<file path="src/rtl/cb_vram_fetcher.sv">
// Codebook fetcher: streams the 256x64-bit VQ codebook from VRAM into the codebook cache
// using fixed-length read bursts, one vram_valid pulse per word, in ascending order.
// Optional build macro CB_FETCH_TIMEOUT_EN: a stalled fetch is completed with zero words
// after TIMEOUT idle cycles and flagged on timeout_err.
module cb_vram_fetcher #(
  parameter int unsigned BURST_LEN = 8,
  parameter int unsigned ADDR_W    = 20,
  parameter int unsigned TIMEOUT   = 1023
) (
  input  logic              clock,
  input  logic              reset_n,
  input  logic              cache_wait,
  input  logic [7:0]        ram_read_offset,
  input  logic [ADDR_W-1:0] cb_base_addr,
  input  logic              fetch_abort,
  output logic              vram_valid,
  output logic [63:0]       cache_din,
  output logic              ddr_rd,
  output logic [ADDR_W-1:0] ddr_addr,
  output logic [7:0]        ddr_burstcnt,
  input  logic              ddr_busy,
  input  logic [63:0]       ddr_dout,
  input  logic              ddr_dout_ready,
  output logic              sync_err,
  output logic              timeout_err
);

  // Reject illegal burst lengths and a zero timeout at elaboration.
  if (BURST_LEN == 0 || BURST_LEN > 256 || (BURST_LEN & (BURST_LEN - 1)) != 0 ||
      TIMEOUT == 0) begin : g_bad_param
    $error("cb_vram_fetcher: illegal BURST_LEN or TIMEOUT");
  end

  localparam logic [7:0] LastBeat = 8'(BURST_LEN - 1);

  typedef enum logic [2:0] {
    StIdle, StReq, StData, StDrain, StDone
`ifdef CB_FETCH_TIMEOUT_EN
    , StFill
`endif
  } state_e;

  state_e            state_q, state_d;
  logic [8:0]        word_cnt_q, word_cnt_d;
  logic [7:0]        beat_cnt_q, beat_cnt_d;
  logic [ADDR_W-1:0] base_q, base_d;
  logic              valid_q, valid_d;
  logic [63:0]       din_q, din_d;
  logic [7:0]        emit_idx_q, emit_idx_d;
  logic              sync_err_q, sync_err_d;

`ifdef CB_FETCH_TIMEOUT_EN
  localparam int unsigned TmoW = $clog2(TIMEOUT + 1);
  logic [TmoW-1:0] tmo_q, tmo_d;
  logic            timeout_err_q, timeout_err_d;
`endif

  // Next-state, datapath and error-flag logic.
  always_comb begin
    state_d    = state_q;
    word_cnt_d = word_cnt_q;
    beat_cnt_d = beat_cnt_q;
    base_d     = base_q;
    valid_d    = 1'b0;
    din_d      = din_q;
    emit_idx_d = emit_idx_q;
    // The cache must be expecting exactly the word currently on cache_din.
    sync_err_d = sync_err_q | (valid_q & (ram_read_offset != emit_idx_q));
`ifdef CB_FETCH_TIMEOUT_EN
    tmo_d         = '0;
    timeout_err_d = timeout_err_q;
`endif

    unique case (state_q)
      StIdle: begin
        if (cache_wait) begin
          base_d     = cb_base_addr;
          word_cnt_d = '0;
          state_d    = StReq;
        end
      end
      StReq: begin
        if (!ddr_busy) begin
          beat_cnt_d = '0;
          state_d    = StData;
        end
      end
      StData: begin
        if (ddr_dout_ready) begin
          valid_d    = 1'b1;
          din_d      = ddr_dout;
          emit_idx_d = word_cnt_q[7:0];
          word_cnt_d = word_cnt_q + 9'd1;
          beat_cnt_d = beat_cnt_q + 8'd1;
          if (beat_cnt_q == LastBeat) begin
            state_d = (word_cnt_q == 9'd255) ? StDone : StReq;
          end
        end
      end
      StDrain: begin
        if (ddr_dout_ready) begin
          beat_cnt_d = beat_cnt_q + 8'd1;
          if (beat_cnt_q == LastBeat) state_d = StIdle;
        end
      end
      StDone: begin
        if (!cache_wait) state_d = StIdle;
      end
`ifdef CB_FETCH_TIMEOUT_EN
      StFill: begin
        valid_d    = 1'b1;
        din_d      = '0;
        emit_idx_d = word_cnt_q[7:0];
        word_cnt_d = word_cnt_q + 9'd1;
        if (word_cnt_q == 9'd255) state_d = StDone;
      end
`endif
      default: state_d = StIdle;
    endcase

`ifdef CB_FETCH_TIMEOUT_EN
    // Idle cycles counted only while waiting on VRAM; any acceptance or beat clears.
    if ((state_q == StReq && ddr_busy) || (state_q == StData && !ddr_dout_ready)) begin
      if (tmo_q == TmoW'(TIMEOUT - 1)) begin
        state_d       = StFill;
        timeout_err_d = 1'b1;
      end else begin
        tmo_d = tmo_q + 1'b1;
      end
    end
`endif

    // Abort wins over everything; an accepted burst must still be drained.
    if (fetch_abort) begin
      valid_d = 1'b0;
      if (state_q != StDrain) begin
        state_d = StIdle;
        if (state_q == StData && !(ddr_dout_ready && beat_cnt_q == LastBeat)) begin
          state_d = StDrain;
        end
        if (state_q == StReq && !ddr_busy) begin
          beat_cnt_d = '0;
          state_d    = StDrain;
        end
      end
    end
  end

  // State and datapath registers.
  always_ff @(posedge clock or negedge reset_n) begin
    if (!reset_n) begin
      state_q    <= StIdle;
      word_cnt_q <= '0;
      beat_cnt_q <= '0;
      base_q     <= '0;
      valid_q    <= 1'b0;
      din_q      <= '0;
      emit_idx_q <= '0;
      sync_err_q <= 1'b0;
    end else begin
      state_q    <= state_d;
      word_cnt_q <= word_cnt_d;
      beat_cnt_q <= beat_cnt_d;
      base_q     <= base_d;
      valid_q    <= valid_d;
      din_q      <= din_d;
      emit_idx_q <= emit_idx_d;
      sync_err_q <= sync_err_d;
    end
  end

`ifdef CB_FETCH_TIMEOUT_EN
  // Timeout counter and sticky timeout flag.
  always_ff @(posedge clock or negedge reset_n) begin
    if (!reset_n) begin
      tmo_q         <= '0;
      timeout_err_q <= 1'b0;
    end else begin
      tmo_q         <= tmo_d;
      timeout_err_q <= timeout_err_d;
    end
  end
  assign timeout_err = timeout_err_q;
`else
  assign timeout_err = 1'b0;
`endif

  assign vram_valid   = valid_q;
  assign cache_din    = din_q;
  assign ddr_rd       = (state_q == StReq);
  assign ddr_addr     = base_q + ADDR_W'(word_cnt_q);
  // A 256-word burst encodes as 0 in the 8-bit count.
  assign ddr_burstcnt = 8'(BURST_LEN);
  assign sync_err     = sync_err_q;

endmodule

</file>
<file path="config.mk">
export PLATFORM = sky130hd
export DESIGN_NAME = cb_vram_fetcher
export DESIGN_NICKNAME = d
export VERILOG_FILES = /design/src/rtl/cb_vram_fetcher.sv
export SDC_FILE = /design/constraint.sdc
export NUM_CORES = 1
export LEC_CHECK = 0
export BUFFER_PORTS_ARGS = -buffer_cell sky130_fd_sc_hd__buf_2
export CORE_ASPECT_RATIO = 0.9
export CORE_MARGIN = 1.5
export CORE_UTILIZATION = 54
export CTS_CLUSTER_SIZE = 12
export DETAILED_ROUTE_END_ITERATION = 8
export PLACE_DENSITY = 0.86
export SLEW_MARGIN = 20
export SYNTH_ARGS = -nofsm -noshare
export SYNTH_HDL_FRONTEND = slang
export SYNTH_SLANG_ARGS = --single-unit
</file>
<file path="constraint.sdc">
create_clock -name clock -period 4.2 [get_ports clock]
set_input_delay 0.84 -clock clock [delete_from_list [all_inputs] [get_ports clock]]
set_output_delay 0.84 -clock clock [all_outputs]
set_load 0.01 [all_outputs]
</file>
# Yosys cells after proc, flatten, opt, wreduce, memory -nomap -nowiden
# Cells that the tools add are included.
[totals] reg_bits=114 output_inout_bits=96 wordCells=59
[classes] add_sub_neg=3 eq_ne=10 n_mux=25 bitwise=2 n_reduce_logical=11
[op_table] operator="8-bit 2-to-1 mux" count=5
[op_table] operator="3-bit 2-to-1 mux" count=11
[op_table] operator="20-bit by 9-bit adder with 20-bit output" count=1
[op_table] operator="9-bit 2-to-1 mux" count=2
[op_table] operator="9-bit one-hot mux with 2 select lines" count=1
[op_table] operator="8-bit one-hot mux with 2 select lines" count=1
[op_table] operator="3-bit one-hot mux with 5 select lines" count=1
[op_table] operator="9-bit by 1-bit adder with 9-bit output (second input constant)" count=1
[op_table] operator="9-bit by 8-bit equality test with 1-bit output (second input constant)" count=1
[op_table] operator="8-bit by 1-bit adder with 8-bit output (second input constant)" count=1
[op_table] operator="8-bit by 3-bit equality test with 1-bit output (second input constant)" count=1
[op_table] operator="8-bit inequality test" count=1
[op_table] operator="3-bit by 2-bit equality test with 1-bit output (second input constant)" count=2
[op_table] operator="2-bit inequality test (second input constant)" count=2
[op_table] operator="2-bit AND reduction" count=2
[op_table] operator="3-bit by 1-bit equality test with 1-bit output (second input constant)" count=1
[op_table] operator="3-bit equality test (second input constant)" count=1
[op_table] operator="1-bit logical AND" count=3
[op_table] operator="3-bit logical NOT" count=1
[op_table] operator="1-bit 2-to-1 mux" count=3
[op_table] operator="3-bit by 2-bit inequality test with 1-bit output (second input constant)" count=1
[op_table] operator="3-bit AND reduction" count=1
[op_table] operator="1-bit logical NOT" count=2
[op_table] operator="2-bit 2-to-1 mux" count=1
[op_table] operator="other kinds (4)" count=4

# Longest topological paths before layout
[depth] depth_word=8 mapped_depth=9

# Worst setup path after synthesis
# OpenSTA, ideal clock, no wires.
[synth_path] path_kind="register -> output" from="register word_cnt_q[0]" to="output ddr_addr[8]" t_arrival_ps=1890 slack_ps=1470 stages_incl_launch_ff=8 path_buffers=0 path_cell_list="dfrtp_1 > ha_1 > fa_1 > a21o_1 > o21ai_0 > nand2_1 > a31oi_1 > xnor2_1"
[synth_between] elab_chain_cells=1
[synth_rtl] element="start: declaration" line="44" source="logic [8:0] word_cnt_q, word_cnt_d;"
[synth_rtl] element="start signal: assignment" line="162" source="word_cnt_q <= word_cnt_d;"
[synth_rtl] element="20-bit by 9-bit adder with 20-bit output" line="191" source="assign ddr_addr = base_q + ADDR_W'(word_cnt_q);"
[synth_rtl] element="end: declaration" line="19" source="output logic [ADDR_W-1:0] ddr_addr,"
# Every way passes these cells.

# Worst setup path in the final report
# Same ends and word-level chain as after synthesis.

==> results.txt <==
----------------------------------------------------
[Clocking]
  Bufs on Longest Clock Path ... 2
  Cell at the root of the clock tree ... sky130_fd_sc_hd__clkbuf_8
  Cts bufs inserted ... 17
  TritonCTS clock tree ... done
  Clock insertion delay at the later pin of the skew report ... roughly 510 ps
  Number of setup buffers added after CTS ... 0
  Clock edge transition at the registers on the reported setup and hold paths ... 60 ps
  Htree depth ... 4
  Resized cells post-CTS ... 0
  Quantity of hold-fixing buffers added after cts ... 0
  Clock Sink Count ... around 110

[Power and ir drop]
  Worst-case vdd ir drop ... about 0.48 mV
  Logic pwr share ... 0.328
  Switching portion of total power ... 0.356
  Switch Pwr ... ~1.8 mW
  Power density over the cells ... 739 nW/um^2
  Cell internal pwr ... ~3.3 mW
  Clk network pwr share ... 0.308
  Static Leakage ... just under 4 nW
  Relative contribution of sequential cells to total power ... 0.363

[Yosys]
  Synthesis Warnings ... 0
  Synth cell types ... 48
  Cell types with the largest area share after synthesis ... sky130_fd_sc_hd__dfrtp_1 53%, sky130_fd_sc_hd__nand2_1 21%, sky130_fd_sc_hd__xnor2_1 3.3%
  Cell count after synthesis ... 621
  Part of the Yosys area used for sequential elements ... 0.532
  Flip-flop cell with the highest count after synthesis ... sky130_fd_sc_hd__dfrtp_1
  Post-synthesis instance area ... 5370 um^2
  Number of storage elements in the synthesis netlist ... approximately 110
  Cell type with the highest aggregate area in the netlist ... sky130_fd_sc_hd__dfrtp_1
  Post-synth EDFFs ... 0
  Mean area per synthesized cell ... between 8 and 9 um^2
  Synth top area share ... 0.532
  Proportion of synthesized flip-flops having asynchronous set or reset ... 1.00

[Routing]
  Post-Route WL ... between 10 and 15 mm
  1st-pass router iterations ... 5
  Remaining DRCs ... 0
  Number of nets with antenna violations after detailed routing ... 0
  Detailed-route via count ... 4,949
  Avg WL per Cell ... between 15 and 20 um
  Detailed-route vias per instance ... roughly 5.3
  Iter 0 DRT Violations ... between 300 and 400

[Critical path]
  Buffers and inverters on the worst path ... 1
  Category of the worst setup path launch point ... flip-flop
  Critical path class ... flip-flop to output pin
  Number of cells on the worst reg-to-reg path ... 6
  Cell-by-cell listing of the critical path ... ha_1, fa_1, a21o_1, o21ai_0, nand2_1, a31oi_1, xnor2_1, buf_2
  CP max FO ... 6
  Data required time at the worst endpoint ... between 3000 and 4000 ps
  Max incr delay on CP ... approximately 450 ps
  Capturing element type of the critical path ... output pin
  Crit path DAT ... 2840 ps
  Reg-to-reg startpoint ... state_q[2]
  Slowest library cell on the worst path ... sky130_fd_sc_hd__dfrtp_1
  FF-to-FF setup slack ... roughly 1700 ps
  Cell class contributing the biggest share of worst-path delay ... compound AO/OA/AOI/OAI gates
  R2r endpoint ... word_cnt_q[0]

[Global route]
  Antenna violations before repair ... 1
  Total Routing Usage GR ... 0.284
  Global-route wire length before repair ... between 20 and 25 mm
  Pin count of the biggest net entering global routing ... 94
  Total overflow reported by the global router ... 0
  Number of global-route vias before repair ... around 5,000

[Final layout]
  Layout overhead on the synthesized area ... 30.2%
  Final net count ... between 900 and 1,000
  Filler instances ... approximately 660
  Share of cells above drive strength 1 ... 0.277
  Utilization after layout ... 0.723

[Floorplanning]
  Row count ... 34
  Die width ... about 110 um
  Die Footprint ... 10,500 um^2
  Number of placed I/O pins ... approximately 190
  Initial core utilization ... 0.556
  Vert. Die Dim ... slightly below 100 um
  CORE AREA ... approximately 9700 um^2

[Timing]
  Max-slew headroom ... 0.390
  Final Hold Slack ... ~400 ps
  Number of endpoints with negative hold slack in the final report ... 0
  Sum Neg Setup Slack ... 0 ps
  Clock tree skew after final layout ... slightly below 9 ps
  Final-report max-slew violation count ... 0
  Final number of setup-violating endpoints ... 0
  Actual transition at the worst max-transition pin ... approximately 900 ps
  Fin crit share ... 0.877
  Minimum clock period ... 3680 ps
  Max Clock Freq ... about 270 MHz
  RSZ-0062 raised after global routing ... false
  Setup WS post-layout ... around 520 ps

[Flow run]
  Number of violations of the max-capacitance limit ... 0

[Place]
  Weighted congestion at the end of routability-driven global placement ... a little under 0.9
  Detail Placement HPWL ... roughly 9.5 mm
  Setup Slack @ Placement ... approximately 1200 ps
  Input/output buffers ... approximately 180

[Min path]
  Class of the most critical hold timing path ... input port to async pin

[Outcome]
  Run status ... complete, no violations

----------------------------------------------------
flip-flops by register name, summed over array words and instances (netlist names):
| name | flops |
|---|---|
| base_q | 20 |
| beat_cnt_q | 8 |
| cache_din | 64 |
| emit_idx_q | 8 |
| state_q | 3 |
| sync_err | 1 |
| vram_valid | 1 |
| word_cnt_q | 9 |
stage by stage:
stage	std cells	power [mW]	instance area (um^2)
3_5_place_dp	905	3.55	6330
3_3_place_gp	905	3.46	6330
5_1_grt	938	5.49	6980
4_1_cts	937	5.18	6980
6_report	938	5.16	6980
2_1_floorplan	628	2.86	5390
cell usage after synthesis (2+ instances only):
master,instances
sky130_fd_sc_hd__o211ai_1,2
sky130_fd_sc_hd__nor2b_1,2
sky130_fd_sc_hd__buf_2,8
sky130_fd_sc_hd__nand2_1,300
sky130_fd_sc_hd__xor2_1,9
sky130_fd_sc_hd__mux2i_1,4
sky130_fd_sc_hd__conb_1,2
sky130_fd_sc_hd__a31oi_1,4
sky130_fd_sc_hd__nand2b_1,3
sky130_fd_sc_hd__o41ai_1,2
sky130_fd_sc_hd__o31ai_1,4
sky130_fd_sc_hd__buf_4,9
sky130_fd_sc_hd__dfrtp_1,114
sky130_fd_sc_hd__inv_1,4
sky130_fd_sc_hd__and3_1,4
sky130_fd_sc_hd__ha_1,12
sky130_fd_sc_hd__a21o_1,3
sky130_fd_sc_hd__nor2_1,18
sky130_fd_sc_hd__or3_1,2
sky130_fd_sc_hd__o21ai_0,22
sky130_fd_sc_hd__xnor2_1,20
sky130_fd_sc_hd__clkbuf_1,18
sky130_fd_sc_hd__buf_1,3
sky130_fd_sc_hd__a21oi_1,12
sky130_fd_sc_hd__nand3_1,11
sky130_fd_sc_hd__nand4_1,7
kinds of logic (layout without fill, tap and decap cells):
group           Yosys count  in the layout  synth area share
buf+inv                  42            225            0.0375
simple gates            357            357             0.272
fa+ha+maj                13             13            0.0317
mux                       4              4           0.00746
xor+xnor                 29             29            0.0473
other cells               2             10           0.00140
flops                   114            114             0.532
compound gates           60             60            0.0709
placed cells by master (no fill, tap or decap), types with 2 or more instances in the layout:
master,Yosys,final
sky130_fd_sc_hd__dfrtp_1,114,114
sky130_fd_sc_hd__nand3_1,11,11
sky130_fd_sc_hd__ha_1,12,12
sky130_fd_sc_hd__conb_1,2,9
sky130_fd_sc_hd__bufinv_16,0,5
sky130_fd_sc_hd__o21ai_0,22,22
sky130_fd_sc_hd__a31oi_1,4,4
sky130_fd_sc_hd__nor2b_1,2,2
sky130_fd_sc_hd__xnor2_1,20,20
sky130_fd_sc_hd__clkbuf_16,0,16
sky130_fd_sc_hd__a21o_1,3,3
sky130_fd_sc_hd__nand4_1,7,7
sky130_fd_sc_hd__mux2i_1,4,4
sky130_fd_sc_hd__or3_1,2,2
sky130_fd_sc_hd__nand2_1,300,299
sky130_fd_sc_hd__xor2_1,9,9
sky130_fd_sc_hd__o41ai_1,2,2
sky130_fd_sc_hd__nor2_1,18,18
sky130_fd_sc_hd__buf_4,9,5
sky130_fd_sc_hd__buf_2,8,183
sky130_fd_sc_hd__o31ai_1,4,4
sky130_fd_sc_hd__and3_1,4,4
sky130_fd_sc_hd__clkbuf_1,18,3
sky130_fd_sc_hd__a21oi_1,12,12
sky130_fd_sc_hd__o211ai_1,2,2
sky130_fd_sc_hd__clkbuf_8,0,5
sky130_fd_sc_hd__nand2b_1,3,3
sky130_fd_sc_hd__inv_1,4,4
per-layer routing:
layer	vias up	wire length, um	GRT usage
met3	36	891	0.0798
met1	2370	5640	0.347
met4	0	328	0.112
li1	2340	-	-
met5	-	0	0
met2	203	7220	0.475
power by group through the flow:
stage	combinational (mW)	clock (mW)	sequential (mW)
2_1_floorplan	0.908	0	1.95
3_3_place_gp	1.61	0	1.85
3_5_place_dp	1.69	0	1.86
4_1_cts	1.70	1.61	1.87
5_1_grt	1.89	1.67	1.94
6_report	1.69	1.59	1.88
worst max path at each step:
| stage | startpoint | end | slack (ps) | cells after the start |
|---|---|---|---|---|
| global route | word_cnt_q[0] | ddr_addr[8] | 370 | 8 |
| detailed placement | word_cnt_q[0] | ddr_addr[14] | 1180 | 8 |
| CTS | word_cnt_q[0] | ddr_addr[8] | 510 | 8 |
| finish | word_cnt_q[0] | ddr_addr[8] | 520 | 8 |
| floorplan | word_cnt_q[0] | ddr_addr[8] | 1470 | 7 |
| global placement | word_cnt_q[0] | ddr_addr[8] | 1260 | 8 |
layout make-up:
cell class	instances	area, um^2	share of cell area
well taps	126	158	0.0226
diodes	1	2.50	0.000358
clock inverters	8	171	0.0245
clock buffers	24	480	0.0688
inverters	4	15.0	0.00215
flip-flops and latches	114	2850	0.408
repair buffers	189	965	0.138
multi-input cells	472	2340	0.335
Power figures use the tool's default switching activity.
